`config.mk`:
```
export PLATFORM = sky130hd
export DESIGN_NAME = ts4231_configurator
export DESIGN_NICKNAME = d
export VERILOG_FILES = /design/src/rtl/ts4231_configurator.sv
export SDC_FILE = /design/constraint.sdc
export NUM_CORES = 1
export LEC_CHECK = 0
export ABC_CLOCK_PERIOD_IN_PS = 7150
export BUFFER_PORTS_ARGS = -buffer_cell sky130_fd_sc_hd__buf_4
export CAP_MARGIN = 20
export CORE_MARGIN = 4
export CORE_UTILIZATION = 30
export CTS_CLUSTER_SIZE = 10
export DETAILED_ROUTE_END_ITERATION = 7
export PLACE_DENSITY = 0.45
export SYNTH_ARGS = -nofsm -noshare
export SYNTH_HDL_FRONTEND = slang
export SYNTH_SLANG_ARGS = --single-unit
```
`constraint.sdc`:
```
create_clock -name clk_96MHz -period 7.15 [get_ports clk_96MHz]
set_clock_uncertainty 0.05 [all_clocks]
set_input_delay 0.3575 -clock clk_96MHz [delete_from_list [all_inputs] [get_ports clk_96MHz]]
set_output_delay 0.3575 -clock clk_96MHz [all_outputs]
set_load 0.01 [all_outputs]
```
`src/rtl/ts4231_configurator.sv`:
```
// TS4231 light-sensor configurator: writes CONFIG_WORD over the D/E bus,
// reads it back, retries up to MAX_TRIES times, then reports done or error.
// Ports:
//   clk_96MHz, rst_n   : clock, async active-low reset
//   start              : one-cycle request (accepted in IDLE/DONE/ERR)
//   d_in               : sampled D line from the IO manager
//   d_oe/d_out         : D drive enable and value
//   e_oe/e_out         : E drive enable and value
//   busy/done/error    : status; readback = last word read
//   tries              : attempts used by current/last sequence
module ts4231_configurator #(
    parameter int          HALF_PERIOD = 48,
    parameter logic [14:0] CONFIG_WORD = 15'h392B,
    parameter int          MAX_TRIES   = 3
) (
    input  logic        clk_96MHz,
    input  logic        rst_n,
    input  logic        start,
    input  logic        d_in,
    output logic        d_oe,
    output logic        d_out,
    output logic        e_oe,
    output logic        e_out,
    output logic        busy,
    output logic        done,
    output logic        error,
    output logic [14:0] readback,
    output logic [3:0]  tries
);

    typedef enum logic [3:0] {
        IDLE, WR_START, WR_BIT, WR_STOP,
        RD_START, RD_BIT, RD_STOP, CHECK,
        DONE, ERR
    } state_t;

    localparam logic [9:0] HP_M1 = 10'(HALF_PERIOD - 1);
    localparam logic [3:0] MAX_T = 4'(MAX_TRIES);

    state_t      state_q, state_d;
    logic [1:0]  phase_q, phase_d;
    logic [3:0]  bit_q, bit_d;
    logic [9:0]  cnt_q, cnt_d;
    logic [14:0] shift_q, shift_d;
    logic [14:0] rdbk_q, rdbk_d;
    logic [3:0]  tries_q, tries_d;

    logic d_oe_q, d_oe_d, d_out_q, d_out_d;
    logic e_oe_q, e_oe_d, e_out_q, e_out_d;
    logic busy_q, busy_d, done_q, done_d;
    logic error_q, error_d;

    logic last;
    assign last = (cnt_q == 10'd0);

    // Next-state logic; each phase lasts HALF_PERIOD clocks.
    always_comb begin
        state_d = state_q;
        phase_d = phase_q;
        bit_d   = bit_q;
        cnt_d   = cnt_q;
        shift_d = shift_q;
        rdbk_d  = rdbk_q;
        tries_d = tries_q;
        unique case (state_q)
            IDLE, DONE, ERR: begin
                if (start) begin
                    state_d = WR_START;
                    phase_d = 2'd0;
                    bit_d   = 4'd0;
                    cnt_d   = HP_M1;
                    tries_d = 4'd0;
                end
            end
            WR_START, RD_START: begin
                if (!last) begin
                    cnt_d = cnt_q - 10'd1;
                end else begin
                    cnt_d = HP_M1;
                    if (phase_q == 2'd2) begin
                        phase_d = 2'd0;
                        bit_d   = 4'd0;
                        state_d = (state_q == WR_START) ? WR_BIT : RD_BIT;
                    end else begin
                        phase_d = phase_q + 2'd1;
                    end
                end
            end
            WR_BIT, RD_BIT: begin
                if (!last) begin
                    cnt_d = cnt_q - 10'd1;
                end else begin
                    cnt_d = HP_M1;
                    // Sample at the end of the E-high phase.
                    if (state_q == RD_BIT && phase_q == 2'd1) begin
                        shift_d = {shift_q[13:0], d_in};
                    end
                    if (phase_q == 2'd2) begin
                        phase_d = 2'd0;
                        if (bit_q == 4'd14) begin
                            bit_d   = 4'd0;
                            state_d = (state_q == WR_BIT) ? WR_STOP : RD_STOP;
                        end else begin
                            bit_d = bit_q + 4'd1;
                        end
                    end else begin
                        phase_d = phase_q + 2'd1;
                    end
                end
            end
            WR_STOP, RD_STOP: begin
                // Phase 3 is the released-bus phase after STOP.
                if (!last) begin
                    cnt_d = cnt_q - 10'd1;
                end else begin
                    cnt_d = HP_M1;
                    if (phase_q == 2'd3) begin
                        phase_d = 2'd0;
                        state_d = (state_q == WR_STOP) ? RD_START : CHECK;
                    end else begin
                        phase_d = phase_q + 2'd1;
                    end
                end
            end
            CHECK: begin
                rdbk_d  = shift_q;
                tries_d = tries_q + 4'd1;
                if (shift_q == CONFIG_WORD) begin
                    state_d = DONE;
                end else if (tries_d < MAX_T) begin
                    state_d = WR_START;
                    phase_d = 2'd0;
                    bit_d   = 4'd0;
                    cnt_d   = HP_M1;
                end else begin
                    state_d = ERR;
                end
            end
            default: state_d = IDLE;
        endcase
    end

    // Outputs decoded from the next state so the registers
    // line up with the state they describe.
    always_comb begin
        d_oe_d  = 1'b0;
        d_out_d = 1'b0;
        e_oe_d  = 1'b0;
        e_out_d = 1'b0;
        busy_d  = 1'b1;
        done_d  = (state_d == DONE);
        error_d = (state_d == ERR);
        unique case (state_d)
            IDLE, DONE, ERR: busy_d = 1'b0;
            WR_START, RD_START: begin
                d_oe_d  = 1'b1;
                e_oe_d  = 1'b1;
                d_out_d = (phase_d == 2'd0);
                e_out_d = (phase_d != 2'd2);
            end
            WR_BIT: begin
                d_oe_d  = 1'b1;
                e_oe_d  = 1'b1;
                d_out_d = CONFIG_WORD[4'd14 - bit_d];
                e_out_d = (phase_d == 2'd1);
            end
            RD_BIT: begin
                e_oe_d  = 1'b1;
                e_out_d = (phase_d == 2'd1);
            end
            WR_STOP, RD_STOP: begin
                if (phase_d != 2'd3) begin
                    d_oe_d  = 1'b1;
                    e_oe_d  = 1'b1;
                    d_out_d = (phase_d == 2'd2);
                    e_out_d = (phase_d != 2'd0);
                end
            end
            default: ;
        endcase
    end

    always_ff @(posedge clk_96MHz or negedge rst_n) begin
        if (!rst_n) begin
            state_q <= IDLE;
            phase_q <= 2'd0;
            bit_q   <= 4'd0;
            cnt_q   <= 10'd0;
            shift_q <= 15'd0;
            rdbk_q  <= 15'd0;
            tries_q <= 4'd0;
            d_oe_q  <= 1'b0;
            d_out_q <= 1'b0;
            e_oe_q  <= 1'b0;
            e_out_q <= 1'b0;
            busy_q  <= 1'b0;
            done_q  <= 1'b0;
            error_q <= 1'b0;
        end else begin
            state_q <= state_d;
            phase_q <= phase_d;
            bit_q   <= bit_d;
            cnt_q   <= cnt_d;
            shift_q <= shift_d;
            rdbk_q  <= rdbk_d;
            tries_q <= tries_d;
            d_oe_q  <= d_oe_d;
            d_out_q <= d_out_d;
            e_oe_q  <= e_oe_d;
            e_out_q <= e_out_d;
            busy_q  <= busy_d;
            done_q  <= done_d;
            error_q <= error_d;
        end
    end

    assign d_oe     = d_oe_q;
    assign d_out    = d_out_q;
    assign e_oe     = e_oe_q;
    assign e_out    = e_out_q;
    assign busy     = busy_q;
    assign done     = done_q;
    assign error    = error_q;
    assign readback = rdbk_q;
    assign tries    = tries_q;

endmodule

```
==> summary.txt, run 1 <==
Clocking
  – TritonCTS Sinks: 61
  – Hold buffer count at CTS: 0
  – Worst-path clk slew: 80 ps
  – Post-CTS sizing: 0
  – Total CTS buffers: 9
  – Root Driver: clkbuf_8
  – CTS max path bufs: 2
  – H-Tree Depth: 3
  – Post-CTS Setup Inserts: 0
  – Clk Latency, worst-skew pair: 340 ps
  – CTS tree: yes

Floorplanning
  – I/O pin total: 30
  – Core area: 10,510 um^2
  – Die X: 112.7 um
  – Die extent in y: 112.7 um
  – Placement Rows: 37
  – Die Area: 12,690 um^2
  – Starting density of the core: 0.3127

Worst setup path
  – Reg2reg end: e_oe
  – Worst R2R Setup Slack: 3760 ps
  – Crit end category: flop
  – R2R cell count: 10
  – Crit path DAT: 3600 ps
  – Nature of the critical path startpoint: flop
  – Required time worst endpoint: 7370 ps
  – CP max FO: 20
  – FF-to-FF Start: state_q[1]
  – Setup Crit Path Kind: flop to flop

Timing
  – Worst Tran Pin Value: 878.8 ps
  – Final slew viol count: 0
  – Final period utilization: 0.4735
  – Post-route setup TNS: 0 ps
  – Slew headroom: 0.4087
  – Final Hold Fails: 0
  – RSZ-0062 raised after global routing: false
  – Max Fclk: 295.4 MHz
  – Min Tclk post-route: 3386 ps
  – Final Hold Slack: 32.78 ps
  – Final setup violation count: 0

Cells and area
  – Layout Nets: 388
  – Antenna diodes: 0
  – Synth-to-layout area growth: 16.53%
  – Finished Cell Area: 3829 um^2
  – Share of cells above drive strength 1: 0.1952
  – Final non-filler cell total: 510

Hold path
  – Hold WC Path Type: input port to asynchronous set/reset pin

Drt
  – Drt initial violations: 154
  – # DRC: 0
  – Wire length per cell: 14.95 um
  – Routed WL: 7623 um
  – Via count: 2,502
  – Via density per instance: 4.906
  – Antenna viol nets, final: 0
  – TritonRoute pass-1 iters: 4

Logic synthesis
  – Post-synth ARST share: 1.000
  – Post-Syn Area: 3286 um^2
  – Distinct cells, synth: 57
  – Number of synthesized flops with an enable pin: 0
  – Yosys warnings: 0
  – Synthesized instance count: 343
  – Ys flop type: dfrtp_1
  – Register bit count reported by yosys: 61
  – Seq/Total Area, Yosys: 0.4646
  – Syn avg cell area: 9.579 um^2
  – Syn nets: 362

Placed design
  – Dpl cell area: 3622 um^2
  – Placed instance count: 494
  – Final Wtd Congestion: 0.8158
  – IO Port Bufs: 29
  – Post-DP HPWL: 5278 um

Job
  – Number of max-cap violations: 0

GRT
  – Largest net degree at the start of global routing: 62
  – First-pass GRT wire length: 12,880 um
  – Antenna violations before repair: 0
  – Vias in the first global route: 2,438
  – GR Overflow Total: 0
  – Gr usage total: 0.1273

Pwr
  – Power Dens Cells: 176.7 nW/um^2
  – VDD IR max: 0.07851 mV
  – Leakage Power: 1.877 nW

Run status
  – Run status: complete, no violations
-- layer usage --
layer  track usage  vias up  share of wire
li1              -     1266              -
met1        0.1843     1186           0.53
met2        0.1821       41           0.43
met3       0.03288        9          0.030
met4       0.04567        0          0.014
met5             0        -              0
-- layout make-up --
cell class | count | area, um^2
Fill cell | 1080 | 6680
Multi-Input combinational cell | 251 | 1637
Sequential cell | 61 | 1526
Timing Repair Buffer | 31 | 232.7
Tap cell | 136 | 170.2
Clock buffer | 10 | 137.6
Clock inverter | 6 | 68.82
Inverter | 15 | 56.30
-- how the worst max path moves through the flow --
| stage | startpoint | endpoint | slack [ps] | cells after the start |
|---|---|---|---|---|
| 5_1_grt | state_q[2] | d_out | 3540 | 12 |
| 3_5_place_dp | state_q[1] | e_oe | 3720 | 10 |
| 2_1_floorplan | cnt_q[0] | e_oe | 4300 | 14 |
| 3_3_place_gp | state_q[1] | e_oe | 3800 | 10 |
| 6_report | state_q[1] | e_oe | 3760 | 10 |
| 4_1_cts | state_q[1] | e_oe | 3710 | 10 |
-- flip-flops by register name (all words and copies together), names as in the netlist --
register / flops
busy: 1
shift_q: 15
e_out: 1
e_oe: 1
bit_q: 4
tries: 4
d_out: 1
state_q: 4
d_oe: 1
cnt_q: 10
error: 1
done: 1
readback: 15
phase_q: 2
-- critical path, cell delays in order, from the launching register on --
cell and delay (ps):
dfrtp_1 570, and3_1 290, nor2b_1 130, buf_4 230
o31ai_1 110, nand3_1 460, o32ai_1 590, inv_1 150
ha_1 240, maj3_1 340, a21oi_1 140
-- synthesized netlist by cell type (4+ instances only) --
library cell  instances  share of area
clkbuf_1             12          0.014
inv_1                14          0.016
nand2_1              63          0.072
o21ai_0              22          0.034
ha_1                 15          0.057
nand3_1              10          0.015
nor2_1               19          0.022
mux2_2               15          0.051
a31oi_1               7          0.013
nor4_1                4         0.0076
a21oi_1              11          0.017
nand3b_1              4         0.0091
nand2b_1              5         0.0095
nor3_1                7          0.011
nor3b_1               4         0.0091
dfrtp_1              61           0.46
-- kinds of logic after synthesis --
| family | Yosys count | share of synthesized area |
|---|---|---|
| flip-flops | 61 | 0.4646 |
| AND/OR/NAND/NOR | 145 | 0.2319 |
| buffers and inverters | 31 | 0.03732 |
| multiplexers | 18 | 0.06055 |
| AO/OA/AOI/OAI | 70 | 0.1401 |
| XOR/XNOR | 2 | 0.005332 |
| adder cells (fa/ha/maj) | 16 | 0.06017 |
-- power by group --
part,internal [mW],switching (mW),leakage (nW)
logic,0.00136,0.00724,0.995
registers,0.345,0.000296,0.778
clock network,0.173,0.150,0.103
total,0.519,0.157,1.88
-- layout by cell type (no fill, tap or decap), types with 5 or more instances in the layout --
master	count
a21oi_1	11
nor3_1	7
nand2_1	63
mux2_2	15
buf_4	31
nand3_1	10
nor2_1	19
dfrtp_1	61
ha_1	15
clkbuf_8	10
nand2b_1	5
a31oi_1	7
inv_1	14
o21ai_0	22
-- stage by stage --
stage                     total power, mW  setup slack [ps]    util
final                              0.6767              3764  0.3643
after CTS                          0.6919              3711  0.3643
after detailed placement           0.3616              3718  0.3447
after global routing               0.7081              3539  0.3643
after floorplan                    0.3525              4303       -
after global placement             0.3617              3803  0.3447
(Power assumes the default switching activity.)
==> run 2, diff against run 1 <==
--- a/config.mk
+++ b/config.mk
@@ -5,7 +5,8 @@
 export SDC_FILE = /design/constraint.sdc
 export NUM_CORES = 1
 export LEC_CHECK = 0
-export ABC_CLOCK_PERIOD_IN_PS = 7150
+export ABC_AREA = 1
+export ABC_CLOCK_PERIOD_IN_PS = 3300
 export BUFFER_PORTS_ARGS = -buffer_cell sky130_fd_sc_hd__buf_4
 export CAP_MARGIN = 20
 export CORE_MARGIN = 4
==> constraint.sdc (replaced) <==
create_clock -name clk_96MHz -period 3.3 [get_ports clk_96MHz]
set_clock_uncertainty 0.05 [all_clocks]
set_input_delay 0.165 -clock clk_96MHz [delete_from_list [all_inputs] [get_ports clk_96MHz]]
set_output_delay 0.165 -clock clk_96MHz [all_outputs]
set_load 0.01 [all_outputs]
==> run 2 against run 1 <==
Compared with the run above: die area rose by 3.1%; synthesized cell count rose by 25%; first-iteration DRC count rose by 32%; sequential share of layout area fell by 2.7 points; fmax rose by 41%; register-to-register slack got worse by 2900 ps; via count rose by 11%; area after synthesis rose by 3.4%; clock power rose to 3.1 times the previous value; wire length rose by 1.1%; highest routed layer unchanged.
==> summary.txt, run 2 <==
Run status
  – Run status: complete, no violations (unchanged)

Worst setup path
  – FF-to-FF Start: cnt_q[0] (was state_q[1])
  – Nature of the critical path startpoint: flop (unchanged)
  – Top delay family on crit path: simple AND/OR/NAND/NOR gates (unchanged)
  – Crit path DAT: 2560 ps (was 3600 ps)
  – Reg2reg end: e_out (was e_oe)
  – Worst path most repeated cell: nand2_1
  – Buf/Inv on CP: 3 (was 2)
  – R2R cell count: 13 (was 10)
  – CP max FO: 7 (was 20)
  – Critical Path Start: cnt_q[0] (was state_q[1])
  – CP max stage delay: 360 ps (was 590 ps)
  – Ordered list of cells on the worst path: inv_1, ha_1, nand2_1, nor2_2, nand2_1, o211ai_1, nand2_1, a21oi_1, inv_1, ha_1, inv_1, nand2_1, nand3_1 (was and3_1, nor2b_1, buf_4, o31ai_1, nand3_1, o32ai_1, inv_1, ha_1, maj3_1, a21oi_1)
  – CP max-delay cell: dfrtp_1 (was o32ai_1)
  – Worst R2R Setup Slack: 900 ps (was 3760 ps)
  – Crit end category: flop (unchanged)
  – Setup Crit Path Kind: flop to flop (unchanged)
  – Required time worst endpoint: 3470 ps (was 7370 ps)

Job
  – Number of max-cap violations: 0 (unchanged)

GRT
  – Antenna violations before repair: 0 (unchanged)
  – Gr usage total: 0.1345 (was 0.1273)
  – First-pass GRT wire length: 13,790 um (was 12,880 um)
  – GR Overflow Total: 0 (unchanged)
  – Vias in the first global route: 2,837 (was 2,438)
  – Largest net degree at the start of global routing: 62 (unchanged)

Logic synthesis
  – Synthesized instance count: 429 (was 343)
  – Synth top area cells: dfrtp_1, nand2_1, inv_1 (was dfrtp_1, nand2_1, ha_1)
  – Synth Area in Compound Gates: 0.1017 (was 0.1401)
  – Register bit count reported by yosys: 61 (unchanged)
  – Yosys warnings: 0 (unchanged)
  – Synth Area in XOR/XNOR: 0.005158 (was 0.005331)
  – Number of synthesized flops with an enable pin: 0 (unchanged)
  – Ys flop type: dfrtp_1 (unchanged)
  – Syn avg cell area: 7.916 um^2 (was 9.579 um^2)
  – Fraction of the mapped netlist area in simple logic gates: 0.3040 (was 0.2319)
  – Post-Syn Area: 3396 um^2 (was 3286 um^2)
  – Most frequent cell after synthesis: nand2_1 (unchanged)
  – Top-area cell type share of the netlist area: 0.4495 (was 0.4646)
  – Mux cell area share after synthesis: 0.003316 (was 0.06055)
  – Synth Area in Adders: 0.05527 (was 0.06017)
  – Largest family of logic cells by synthesized area: simple AND/OR/NAND/NOR gates (unchanged)
  – Post-synth ARST share: 1.000 (unchanged)
  – Area leader, netlist: dfrtp_1 (unchanged)
  – Synth top cells by count: nand2_1, dfrtp_1, inv_1, nor2_1, o21ai_0 (was nand2_1, dfrtp_1, o21ai_0, nor2_1)
  – Syn nets: 448 (was 362)
  – Seq/Total Area, Yosys: 0.4495 (was 0.4646)
  – Distinct cells, synth: 32 (was 57)

Drt
  – Drt initial violations: 204 (was 154)
  – Top Layer Used: met4 (unchanged)
  – Met2 wire len: 3263 um (was 3258 um)
  – Wire length per cell: 12.64 um (was 14.95 um)
  – Met3 wire len: 251 um (was 227 um)
  – Routed WL: 7709 um (was 7623 um)
  – TritonRoute pass-1 iters: 4 (unchanged)
  – Antenna viol nets, final: 0 (unchanged)
  – Via density per instance: 4.546 (was 4.906)
  – DRT met1 WL: 3942 um (was 4029 um)
  – # DRC: 0 (unchanged)
  – Via count: 2,773 (was 2,502)

Floorplanning
  – Die Area: 13,090 um^2 (was 12,690 um^2)
  – Die extent in y: 114.4 um (was 112.7 um)
  – Placement Rows: 38 (was 37)
  – I/O pin total: 30 (unchanged)
  – Die X: 114.4 um (was 112.7 um)
  – Starting density of the core: 0.3105 (was 0.3127)
  – Core area: 10,940 um^2 (was 10,510 um^2)

Placed design
  – Final Wtd Congestion: 0.8220 (was 0.8158)
  – IO Port Bufs: 29 (unchanged)
  – Dpl cell area: 3774 um^2 (was 3622 um^2)
  – Placed instance count: 593 (was 494)
  – Post-DP HPWL: 5646 um (was 5278 um)
  – Pre-CTS setup slack: 935.1 ps (was 3718 ps)

Clocking
  – H-Tree Depth: 3 (unchanged)
  – Root Driver: clkbuf_16 (was clkbuf_8)
  – CTS max path bufs: 2 (unchanged)
  – Total CTS buffers: 9 (unchanged)
  – TritonCTS Sinks: 61 (unchanged)
  – Post-CTS sizing: 0 (unchanged)
  – Clk Latency, worst-skew pair: 340 ps (about the same)
  – Worst-path clk slew: 60 ps (was 80 ps)
  – CTS tree: yes (unchanged)

Pwr
  – Power Dens Cells: 433.8 nW/um^2 (was 176.7 nW/um^2)
  – Total power: 1.782 mW (was 0.6767 mW)
  – VDD IR max: 0.2093 mV (was 0.07851 mV)
  – Leakage Power: 2.007 nW (was 1.877 nW)

Hold path
  – Hold WC Path Type: input port to flop (was input port to asynchronous set/reset pin)
  – Hold depth: 2
  – Hold_sp: d_in
  – Hold endpoint: shift_q[0]

Timing
  – Max Fclk: 417.2 MHz (was 295.4 MHz)
  – Final setup violation count: 0 (unchanged)
  – Final period utilization: 0.7263 (was 0.4735)
  – Final Hold Slack: 15.36 ps (was 32.78 ps)
  – RSZ-0062 raised after global routing: false (unchanged)
  – Slew headroom: 0.3978 (was 0.4087)
  – Post-route setup TNS: 0 ps (unchanged)
  – Final Hold Fails: 0 (unchanged)
  – Min Tclk post-route: 2397 ps (was 3386 ps)
  – Final setup margin: 903.3 ps (was 3764 ps)
  – Worst Tran Pin Value: 902.4 ps (was 878.8 ps)
  – Final slew viol count: 0 (unchanged)

Cells and area
  – Synth-to-layout area growth: 20.93% (was 16.53%)
  – Layout Nets: 484 (was 388)
  – Finished Cell Area: 4106 um^2 (was 3829 um^2)
  – Most common library cell in the layout ignoring fill and taps: nand2_1 (unchanged)
  – Final non-filler cell total: 610 (was 510)
  – Share of cells above drive strength 1: 0.2000 (was 0.1952)
  – Most frequent cells in the layout: nand2_1, dfrtp_1, inv_1, nor2_1, o21ai_0 (was nand2_1, dfrtp_1, buf_4, o21ai_0, nor2_1)
  – Antenna diodes: 0 (unchanged)
  – Finished Core Util: 0.3755 (was 0.3643)
  – FILL cells: 1,165 (was 1,080)
-- run 2: cell families after synthesis --
family	after synthesis
simple gates	216
xor+xnor	2
compound gates	61
flops	61
fa+ha+maj	15
buf+inv	73
mux	1
-- run 2: worst max-delay path by stage --
stage / endpoint / slack, ps / cells after the start
final: e_out / 900 / 13
after global routing: e_out / 510 / 16
after CTS: e_out / 890 / 16
after detailed placement: e_out / 940 / 16
after global placement: e_out / 1000 / 15
after floorplan: e_out / 1160 / 16
-- run 2: report_power, final --
group          internal, mW  switching, mW  leakage, nW
Combinational       0.00367         0.0159         1.09
Sequential            0.749       0.000444        0.763
Clock                 0.662          0.350        0.152
Total                  1.41          0.367         2.01
-- run 2: area by class of cell --
type | count | area (um^2) | area share
Sequential cell | 61 | 1526 | 0.3717
Multi-Input combinational cell | 295 | 1594 | 0.3882
Inverter | 67 | 252.7 | 0.06155
Timing Repair Buffer | 31 | 235.2 | 0.05728
Tap cell | 140 | 175.2 | 0.04266
Clock buffer | 9 | 225.2 | 0.05484
Clock inverter | 7 | 97.59 | 0.02377
-- run 2: per-layer routing --
metal,GRT usage,vias up
li1,-,1444
met1,0.1793,1272
met2,0.1983,41
met3,0.02960,16
met4,0.08155,0
met5,0,-
-- run 2: what timing repair did --
action                    in CTS  in global routing
hold endpoints to repair      61                  0
hold buffers                   1                  0
buffers inserted               0                  0
==> run 3, diff against run 2 <==
--- a/config.mk
+++ b/config.mk
@@ -5,15 +5,15 @@
 export SDC_FILE = /design/constraint.sdc
 export NUM_CORES = 1
 export LEC_CHECK = 0
-export ABC_AREA = 1
-export ABC_CLOCK_PERIOD_IN_PS = 3300
+export ABC_AREA = 0
+export ABC_CLOCK_PERIOD_IN_PS = 1990
 export BUFFER_PORTS_ARGS = -buffer_cell sky130_fd_sc_hd__buf_4
 export CAP_MARGIN = 20
 export CORE_MARGIN = 4
 export CORE_UTILIZATION = 30
 export CTS_CLUSTER_SIZE = 10
 export DETAILED_ROUTE_END_ITERATION = 7
-export PLACE_DENSITY = 0.45
+export PLACE_DENSITY = 0.47
 export SYNTH_ARGS = -nofsm -noshare
 export SYNTH_HDL_FRONTEND = slang
 export SYNTH_SLANG_ARGS = --single-unit
==> constraint.sdc (replaced) <==
create_clock -name clk_96MHz -period 1.99 [get_ports clk_96MHz]
set_clock_uncertainty 0.05 [all_clocks]
set_input_delay 0.0995 -clock clk_96MHz [delete_from_list [all_inputs] [get_ports clk_96MHz]]
set_output_delay 0.0995 -clock clk_96MHz [all_outputs]
set_load 0.01 [all_outputs]
==> run 3 against run 2 <==
Compared with the run above: the run now ends with setup timing left; critical endpoint is now d_out; non-clock buffer count increased by 139; design area grew 33%; cell count grew 6.4%.
==> summary.txt, run 3 (same netlist as run 1, synthesis figures left out) <==
Worst setup path
  – Worst setup endpoint: d_out (was e_out)
  – CP max FO: 3 (was 7)
  – Critical Path Stages: 10 (was 13)
  – CP max stage delay: 540 ps (was 360 ps)
  – Ordered list of cells on the worst path: ha_4, nor3_4, a31oi_4, o31a_1, or4_4, a21oi_4, nor3_2, a31oi_1, a21oi_2, o31a_1 (was inv_1, ha_1, nand2_1, nor2_2, nand2_1, o211ai_1, nand2_1, a21oi_1, inv_1, ha_1, inv_1, nand2_1, nand3_1)
  – Crit path DAT: 2890 ps (was 2560 ps)
  – Required time worst endpoint: 2170 ps (was 3470 ps)
  – Top delay family on crit path: compound AO/OA/AOI/OAI gates (was simple AND/OR/NAND/NOR gates)
  – Setup Crit Path Kind: flop to flop (unchanged)
  – Worst R2R Setup Slack: -720 ps (was 900 ps)
  – FF-to-FF Start: tries[0] (was cnt_q[0])
  – Buf/Inv on CP: 0 (was 3)
  – Reg2reg end: d_out (was e_out)
  – Nature of the critical path startpoint: flop (unchanged)
  – Critical Path Start: tries[0] (was cnt_q[0])
  – Worst path most repeated cell: o31a_1 (was nand2_1)
  – Crit end category: flop (unchanged)
  – R2R cell count: 10 (was 13)
  – CP max-delay cell: or4_4 (was dfrtp_1)

Timing
  – Max Fclk: 368.8 MHz (was 417.2 MHz)
  – Final setup margin: -721.5 ps (was 903.3 ps)
  – Final Hold Fails: 0 (unchanged)
  – RSZ-0062 raised after global routing: true (was false)
  – Final period utilization: 1.363 (was 0.7263)
  – Worst Tran Pin Value: 824.6 ps (was 902.4 ps)
  – Final setup violation count: 24 (was 0)
  – Slew headroom: 0.4503 (was 0.3978)
  – Min Tclk post-route: 2712 ps (was 2397 ps)
  – Final slew viol count: 0 (unchanged)

GRT
  – GR Overflow Total: 0 (unchanged)
  – Antenna violations before repair: 0 (unchanged)
  – First-pass GRT wire length: 15,790 um (was 13,790 um)
  – Largest net degree at the start of global routing: 62 (unchanged)
  – Vias in the first global route: 3,252 (was 2,837)
  – Gr usage total: 0.1517 (was 0.1345)

Drt
  – TritonRoute pass-1 iters: 4 (unchanged)
  – Via count: 3,090 (was 2,773)
  – Wire length per cell: 14.54 um (was 12.64 um)
  – Via density per instance: 4.761 (was 4.546)
  – Drt initial violations: 102 (was 204)
  – Routed WL: 9435 um (was 7709 um)
  – Antenna viol nets, final: 0 (unchanged)
  – # DRC: 0 (unchanged)

Cells and area
  – Layout Nets: 527 (was 484)
  – Synth-to-layout area growth: 66.15% (was 20.93%)
  – Most frequent cells in the layout: buf_4, nand2_1, dfrtp_1, buf_6 (was nand2_1, dfrtp_1, inv_1, nor2_1, o21ai_0)
  – Share of cells above drive strength 1: 0.5361 (was 0.2000)
  – Most common library cell in the layout ignoring fill and taps: buf_4 (was nand2_1)
  – Finished Cell Area: 5459 um^2 (was 4106 um^2)
  – Antenna diodes: 0 (unchanged)

Job
  – Number of max-cap violations: 0 (unchanged)

Clocking
  – Clk Latency, worst-skew pair: 350 ps (was 340 ps)
  – CTS max path bufs: 2 (unchanged)
  – Total CTS buffers: 9 (unchanged)
  – TritonCTS Sinks: 61 (unchanged)
  – Root Driver: clkbuf_8 (was clkbuf_16)
  – H-Tree Depth: 3 (unchanged)
  – Worst-path clk slew: 70 ps (was 60 ps)
  – CTS tree: yes (unchanged)

Floorplanning
  – Die Area: 12,690 um^2 (was 13,090 um^2)
  – Placement Rows: 37 (was 38)
  – Die extent in y: 112.7 um (was 114.4 um)
  – Die X: 112.7 um (was 114.4 um)
  – Starting density of the core: 0.3127 (was 0.3105)
  – I/O pin total: 30 (unchanged)
  – Core area: 10,510 um^2 (was 10,940 um^2)

Placed design
  – Dpl cell area: 4441 um^2 (was 3774 um^2)
  – Post-DP HPWL: 6142 um (was 5646 um)
  – Pre-CTS setup slack: -805.6 ps (was 935.1 ps)
  – IO Port Bufs: 29 (unchanged)
  – Final Wtd Congestion: 0.8288 (was 0.8220)

Pwr
  – Leakage Power: 2.728 nW (was 2.007 nW)
  – Power Dens Cells: 438.6 nW/um^2 (was 433.8 nW/um^2)
  – Switching Power: 0.5355 mW (was 0.3666 mW)
  – Combinational share of power: 0.015 (was 0.011)
  – Clk pwr share: 0.466 (was 0.568)
  – VDD IR max: 0.3018 mV (was 0.2093 mV)
  – Pint: 1.859 mW (was 1.415 mW)
  – Sw Share: 0.2237 (was 0.2058)
  – Reg power frac: 0.518 (was 0.421)

Run status
  – Run status: complete, but fails checks (was complete, no violations)
  – Failing checks: setup timing

Hold path
  – Hold WC Path Type: input port to flop (unchanged)
-- run 3: routing by layer --
layer / global-route usage / part of all wire
met1: 0.2063 / 0.48
met2: 0.2338 / 0.47
met3: 0.03342 / 0.032
met4: 0.06090 / 0.016
met5: 0 / 0
-- run 3: how the worst min path moves through the flow --
| stage | startpoint | endpoint | slack, ps | depth (start not counted) |
|---|---|---|---|---|
| finish | start | tries[0] | 100 | 4 |
| global route | start | tries[0] | 140 | 4 |
| CTS | start | tries[0] | 70 | 4 |
| detailed placement | rst_n | e_out | 200 | 1 |
| global placement | rst_n | d_oe | 200 | 1 |
| floorplan | rst_n | bit_q[0] | -250 | 0 |
-- run 3: what timing repair did --
action	CTS	global route
setup endpoints to repair	26	41
resized for setup	93	44
endpoints found under the hold margin	62	0
hold buffers	2	0
cloned	1	0
setup buffers	29	17
pin swaps	46	20
-- run 3: power by group through the flow --
stage / logic [mW] / registers (mW) / clock network, mW
after floorplan: 0.00133 / 1.27 / 0
after global placement: 0.0359 / 1.26 / 0
after detailed placement: 0.0359 / 1.26 / 0
after CTS: 0.0389 / 1.24 / 1.15
after global routing: 0.0436 / 1.24 / 1.22
final: 0.0368 / 1.24 / 1.12
-- run 3: stage by stage --
step                TNS, ps  std cells  total power [mW]  hold slack [ps]    util
floorplan             -3607        343             1.266           -246.1       -
global placement      -7034        597             1.300            199.8  0.4226
detailed placement    -7938        597             1.301            196.2  0.4226
CTS                   -5054        639             2.427            74.16  0.4952
global route          -7968        649             2.507            142.6  0.5195
finish                -5388        649             2.394            103.9  0.5195
-- run 3: tightest hold or removal path, stage by stage --
cell and delay, ps:
buf_4 120, a21oi_1 110, nand2_1 70, o21ai_0 60
-- run 3: layout make-up --
cell class                 instances  area [um^2]
tap                              136        170.2
clock buffer                      12        145.1
fill                             968         5050
sequential                        61         1528
clock inverter                     4        47.55
inverter                          15        66.31
multi-input combinational        251         2096
timing repair buffer             170         1406
